===== src/rtl/ball_engine.sv =====
`timescale 1ns/1ps
`default_nettype none
// ============================================================================
//  Module      : ball_engine
//  Description : Pong ball motion, paddle bounce, scoring and game FSM.
//  Revision    : 1.0 - initial release
// ============================================================================
module ball_engine #(
    parameter int XSCREEN    = 160,
    parameter int YSCREEN    = 120,
    parameter int X0         = 2,
    parameter int PADDLE_W   = 2,
    parameter int PADDLE_LEN = 25,
    parameter int BALL_SIZE  = 5,
    parameter int XW         = 8,
    parameter int YW         = 7,
    parameter int WIN_SCORE  = 9
) (
    input  logic          Clock,
    input  logic          Resetn,
    input  logic          tick,
    input  logic          serve,
    input  logic [YW-1:0] Y1,
    input  logic [YW-1:0] Y2,
    output logic [XW-1:0] X,
    output logic [YW-1:0] Y,
    output logic          dx,
    output logic          dy,
    output logic          hit1,
    output logic          hit2,
    output logic          point,
    output logic [3:0]    score1,
    output logic [3:0]    score2,
    output logic          game_over,
    output logic [1:0]    state
);

    typedef enum logic [1:0] {
        ST_IDLE  = 2'd0,
        ST_PLAY  = 2'd1,
        ST_POINT = 2'd2,
        ST_OVER  = 2'd3
    } state_t;

    localparam logic [XW-1:0] c_xc      = XW'((XSCREEN - BALL_SIZE) / 2);
    localparam logic [YW-1:0] c_yc      = YW'((YSCREEN - BALL_SIZE) / 2);
    localparam logic [XW-1:0] c_x_one   = XW'(1);
    localparam logic [YW-1:0] c_y_one   = YW'(1);
    localparam logic [XW-1:0] c_lface   = XW'(X0 + PADDLE_W);
    localparam logic [XW:0]   c_rface   = (XW+1)'(XSCREEN - X0 - PADDLE_W);
    localparam logic [XW:0]   c_xright  = (XW+1)'(XSCREEN);
    localparam logic [XW:0]   c_xball   = (XW+1)'(BALL_SIZE);
    localparam logic [YW:0]   c_ybot    = (YW+1)'(YSCREEN);
    localparam logic [YW:0]   c_yball   = (YW+1)'(BALL_SIZE);
    localparam logic [YW:0]   c_plen    = (YW+1)'(PADDLE_LEN);
    localparam logic [3:0]    c_win     = 4'(WIN_SCORE);

    state_t        r_state, w_state;
    logic [XW-1:0] r_x, w_x;
    logic [YW-1:0] r_y, w_y;
    logic          r_dx, w_dx;
    logic          r_dy, w_dy;
    logic          r_serve_dir, w_serve_dir;
    logic          r_p1_scored, w_p1_scored;
    logic [3:0]    r_score1, w_score1;
    logic [3:0]    r_score2, w_score2;
    logic          r_hit1, w_hit1;
    logic          r_hit2, w_hit2;
    logic          r_point, w_point;
    logic          r_game_over, w_game_over;
    logic          w_score_evt;

    // Extended-width edges so no sum wraps near the top of the coordinate range
    logic [XW:0] w_xr;
    logic [YW:0] w_yb;
    logic        w_ov1, w_ov2;

    assign w_xr  = {1'b0, r_x} + c_xball;
    assign w_yb  = {1'b0, r_y} + c_yball;
    assign w_ov1 = (w_yb > {1'b0, Y1}) && ({1'b0, r_y} < ({1'b0, Y1} + c_plen));
    assign w_ov2 = (w_yb > {1'b0, Y2}) && ({1'b0, r_y} < ({1'b0, Y2} + c_plen));

    always_ff @(posedge Clock or negedge Resetn) begin
        if (!Resetn) begin
            r_state     <= ST_IDLE;
            r_x         <= c_xc;
            r_y         <= c_yc;
            r_dx        <= 1'b1;
            r_dy        <= 1'b1;
            r_serve_dir <= 1'b1;
            r_p1_scored <= 1'b0;
            r_score1    <= 4'd0;
            r_score2    <= 4'd0;
            r_hit1      <= 1'b0;
            r_hit2      <= 1'b0;
            r_point     <= 1'b0;
            r_game_over <= 1'b0;
        end else begin
            r_state     <= w_state;
            r_x         <= w_x;
            r_y         <= w_y;
            r_dx        <= w_dx;
            r_dy        <= w_dy;
            r_serve_dir <= w_serve_dir;
            r_p1_scored <= w_p1_scored;
            r_score1    <= w_score1;
            r_score2    <= w_score2;
            r_hit1      <= w_hit1;
            r_hit2      <= w_hit2;
            r_point     <= w_point;
            r_game_over <= w_game_over;
        end
    end

    always_comb begin
        w_state     = r_state;
        w_x         = r_x;
        w_y         = r_y;
        w_dx        = r_dx;
        w_dy        = r_dy;
        w_serve_dir = r_serve_dir;
        w_p1_scored = r_p1_scored;
        w_score1    = r_score1;
        w_score2    = r_score2;
        w_hit1      = 1'b0;
        w_hit2      = 1'b0;
        w_point     = 1'b0;
        w_game_over = r_game_over;
        w_score_evt = 1'b0;

        case (r_state)
            ST_IDLE: begin
                if (serve) begin
                    w_state = ST_PLAY;
                    w_dx    = r_serve_dir;
                    w_dy    = 1'b1;
                end
            end
            ST_PLAY: begin
                if (tick) begin
                    if (!r_dx && (r_x == c_lface) && w_ov1) begin
                        w_dx   = 1'b1;
                        w_x    = r_x + c_x_one;
                        w_hit1 = 1'b1;
                    end else if (!r_dx && (r_x == '0)) begin
                        w_score_evt = 1'b1;
                        w_p1_scored = 1'b0;
                    end else if (r_dx && (w_xr == c_rface) && w_ov2) begin
                        w_dx   = 1'b0;
                        w_x    = r_x - c_x_one;
                        w_hit2 = 1'b1;
                    end else if (r_dx && (w_xr == c_xright)) begin
                        w_score_evt = 1'b1;
                        w_p1_scored = 1'b1;
                    end else begin
                        w_x = r_dx ? (r_x + c_x_one) : (r_x - c_x_one);
                    end

                    // A score freezes the ball where it left the field
                    if (w_score_evt) begin
                        w_state = ST_POINT;
                        w_x     = r_x;
                    end else if (!r_dy && (r_y == '0)) begin
                        w_dy = 1'b1;
                        w_y  = r_y + c_y_one;
                    end else if (r_dy && (w_yb == c_ybot)) begin
                        w_dy = 1'b0;
                        w_y  = r_y - c_y_one;
                    end else begin
                        w_y = r_dy ? (r_y + c_y_one) : (r_y - c_y_one);
                    end
                end
            end
            ST_POINT: begin
                w_point = 1'b1;
                w_x     = c_xc;
                w_y     = c_yc;
                if (r_p1_scored) begin
                    w_score1    = (r_score1 < c_win) ? (r_score1 + 4'd1) : r_score1;
                    w_serve_dir = 1'b1;
                    w_game_over = (w_score1 == c_win);
                end else begin
                    w_score2    = (r_score2 < c_win) ? (r_score2 + 4'd1) : r_score2;
                    w_serve_dir = 1'b0;
                    w_game_over = (w_score2 == c_win);
                end
                w_state = w_game_over ? ST_OVER : ST_IDLE;
            end
            ST_OVER: begin
                w_x = c_xc;
                w_y = c_yc;
                if (serve) begin
                    w_score1    = 4'd0;
                    w_score2    = 4'd0;
                    w_serve_dir = 1'b1;
                    w_game_over = 1'b0;
                    w_state     = ST_IDLE;
                end
            end
            default: w_state = ST_IDLE;
        endcase
    end

    assign X         = r_x;
    assign Y         = r_y;
    assign dx        = r_dx;
    assign dy        = r_dy;
    assign hit1      = r_hit1;
    assign hit2      = r_hit2;
    assign point     = r_point;
    assign score1    = r_score1;
    assign score2    = r_score2;
    assign game_over = r_game_over;
    assign state     = r_state;

endmodule
`default_nettype wire


===== config.mk =====
export PLATFORM = sky130hd
export DESIGN_NAME = ball_engine
export DESIGN_NICKNAME = d
export VERILOG_FILES = /design/src/rtl/ball_engine.sv
export SDC_FILE = /design/constraint.sdc
export NUM_CORES = 1
export LEC_CHECK = 0
export BUFFER_PORTS_ARGS = -buffer_cell sky130_fd_sc_hd__buf_2
export CAP_MARGIN = 20
export CORE_ASPECT_RATIO = 1.5
export CORE_MARGIN = 3
export CORE_UTILIZATION = 55
export DETAILED_ROUTE_END_ITERATION = 10
export GPL_ROUTABILITY_DRIVEN = 0
export HOLD_SLACK_MARGIN = 0.02
export PLACE_DENSITY = 0.75
export REMOVE_ABC_BUFFERS = 1
export SYNTH_ARGS = -nofsm -noshare
export SYNTH_HDL_FRONTEND = slang
export SYNTH_SLANG_ARGS = --single-unit

===== constraint.sdc =====
create_clock -name Clock -period 6.4 [get_ports Clock]
set_input_delay 0.32 -clock Clock [delete_from_list [all_inputs] [get_ports Clock]]
set_output_delay 0.32 -clock Clock [all_outputs]
set_load 0.02 [all_outputs]

==> metrics.txt <==
Post-synth EDFFs 0; Core ar. approximately 5800 µm²; Final min period about 3.4 ns; outcome finished, final reports clean; Final WS setup 3.038 ns; CP startpoint kind flop; setup bufs post-CTS 0; Layout area overhead 10.65%; CTS H-tree depth 2; MaxCap Viol Count 0; share of cells above drive strength 1 20.51%; Total Routing Usage GR 23.87%; Worst slew margin 50.99%; vias in the first global route 2993; post-place setup slack 3.075 ns; final WL 8021 µm; CTS Root Cell clkbuf_8; fin util 62.90%; routed length per placed instance ~16 µm; asr flop ratio synth 100.0%; largest net degree at the start of global routing 34; Max Freq between 200 and 300 MHz; RSZ-0062 raised after global routing no; post-synthesis register bit count 33; Leak 1.724 nW; grt total ovfl 0; WP data arrival ~3.6 ns; die width between 60 and 70 µm; Die Footprint ~7000 µm²; count of cell types in the netlist 75; post-synthesis sequential area ratio 25.34%; Fin Setup TNS 0 ns; reg2reg path depth 12; post_cts resized 0; global-route wire length before repair 13720 µm; Yosys warning total 0; final setup fails 0; Data required, critical path roughly 6.6 ns; antenna viol nets, final 0; Reg2Reg Setup Slack just over 3 ns; Main synth FF type dfrtp_1; iteration count of the initial detailed-routing pass 4; I/O Buffers 48; area occupied by registers 839.6 µm²; cell area after synthesis 3313 µm²; syn avg cell area roughly 8.5 µm²; Post-Route Skew 0.006343 ns; HP Class primary input to asynchronous set/reset pin; Via Count 3034; clock sink count 33; drt initial violations between 100 and 150; IO Pins approximately 50; CP max FO 11; num rows 34; Final Hold Viols 0; Num CTS Buffers 5; area of the multi-input gates between 2000 and 2500 µm²; Design Power 1.463 mW; Setup crit end kind flop; die height 101.1 µm; Final Max Slew Viols 0; CTS tree built; DP Cell Count between 400 and 500; Hold Buf Count CTS 0; Avg Vias per Cell 5.996; fin crit share 52.53%; maximum buffer depth of the clock tree 2; clk slew on worst S/H paths around 0.07 ns; Nets between 400 and 500; Synth Instances 391; DP HPWL 6215 µm; Layout Cells excl Fill 506; Power Density 399.1 nW/µm²; clk_lat worst skew 0.29 ns; Max IR drop VDD 0.1890 mV; initial antenna violation count 0; critical path class flop to flop; Layout fillers 519; initial core utilization 56.85%; DRC 0; Diodes inserted 0; Slew @ Worst Pin 0.7351 ns
-- worst max-delay path: stages, from the launching register on --
cell       delay [ns]
dfstp_2          0.66
ha_1             0.34
o2111ai_1        0.16
xnor2_1          0.29
ha_1             0.30
nand3_1          0.10
nand2b_1         0.10
a21oi_1          0.05
o311ai_2         0.45
a21boi_0         0.38
nand3_1          0.15
nor3_1           0.16
o22a_1           0.16
-- state kept, by name (all words and copies together) (netlist names) --
signal / cells
X: 8
Y: 7
score1: 4
score2: 4
state: 2
dx: 1
dy: 1
game_over: 1
hit1: 1
hit2: 1
point: 1
r_p1_scored: 1
r_serve_dir: 1
-- cells in the mapped netlist (all sizes together) (2+ instances only) --
cell	instances	share of area, %
and4b	2	0.60
dfstp	11	8.7
nor3	11	1.7
mux2i	7	2.1
nand2b	10	1.9
buf	9	1.7
o21a	4	0.94
dfrtp	22	17
a21oi	31	5.2
and3	7	1.5
a32o	2	0.60
nand3	12	2.0
xnor2	20	5.3
a21o	4	0.94
and4	2	0.57
a22oi	2	0.60
a311oi	3	0.98
o2111ai	3	0.79
a32oi	2	0.53
clkbuf	5	0.60
nand4	4	0.76
nand2	33	3.8
a211oi	2	0.60
nor2b	15	2.8
o21ai	19	3.0
a21boi	4	1.0
a211o	3	0.79
inv	31	3.5
or3	4	0.91
o211ai	2	0.45
a41oi	3	0.79
o22ai	2	0.38
o31ai	3	0.68
mux2	2	0.68
xor2	3	0.79
and4bb	2	0.76
ha	41	15
and3b	2	0.57
a31oi	4	0.76
nor2	27	3.1
-- worst paths after layout --
kind,start,to
max in group asynchronous,Resetn,score1[1]
worst max-delay path,Y[0],r_p1_scored
worst min-delay path,Resetn,Y[1]
worst max register to register,Y[0],r_p1_scored
worst min register to register,game_over,game_over
min in group Clock,serve,score1[3]
-- through the flow --
step                hold WS [ns]  area (µm²)
floorplan                0.02441        3238
global placement          0.4206        3576
detailed placement        0.4240        3576
CTS                       0.1067        3666
global route              0.1416        3666
finish                   0.09069        3666
-- layout by cell type, fill, tap and decap left out, drive strengths merged, types with 4 or more instances in the layout --
cell | synthesis | layout
nand2b | 10 | 10
and3 | 7 | 7
nor2 | 27 | 27
o21ai | 19 | 19
nand3 | 12 | 12
a21boi | 4 | 4
nor2b | 15 | 15
a21oi | 31 | 31
clkbuf | 5 | 8
dfrtp | 22 | 22
mux2i | 7 | 7
nand4 | 4 | 4
or3 | 4 | 4
dfstp | 11 | 11
o21a | 4 | 4
nand2 | 33 | 33
ha | 41 | 41
nor3 | 11 | 11
a21o | 4 | 4
xnor2 | 20 | 20
inv | 31 | 31
buf | 9 | 49
a31oi | 4 | 4
-- layer usage --
| metal | track usage, % | routed length [µm] |
|---|---|---|
| met1 | 27.48 | 3298 |
| met2 | 44.63 | 4272 |
| met3 | 3.094 | 300 |
| met4 | 8.872 | 150 |
| met5 | 0 | 0 |
-- power by group --
part	internal (mW)	switching (mW)
Combinational	0.362	0.477
Clock	0.0877	0.0763
Sequential	0.292	0.168
-- cell families (layout without fill, tap and decap cells) --
kind of cell / after synthesis / count (layout) / share of synthesized area [%]
xor+xnor: 23 / 23 / 6.080
simple gates: 139 / 139 / 22.89
fa+ha+maj: 41 / 41 / 15.48
buf+inv: 45 / 88 / 5.778
flops: 33 / 33 / 25.34
compound gates: 101 / 101 / 21.64
mux: 9 / 9 / 2.795
-- final cells by class --
| cell class | instances | area share, % |
|---|---|---|
| multi-input cells | 313 | 62.25 |
| flip-flops and latches | 33 | 22.90 |
| repair buffers | 49 | 6.758 |
| inverters | 31 | 3.174 |
| clock buffers | 8 | 2.457 |
| well taps | 72 | 2.457 |
Power figures use the tool's default switching activity.
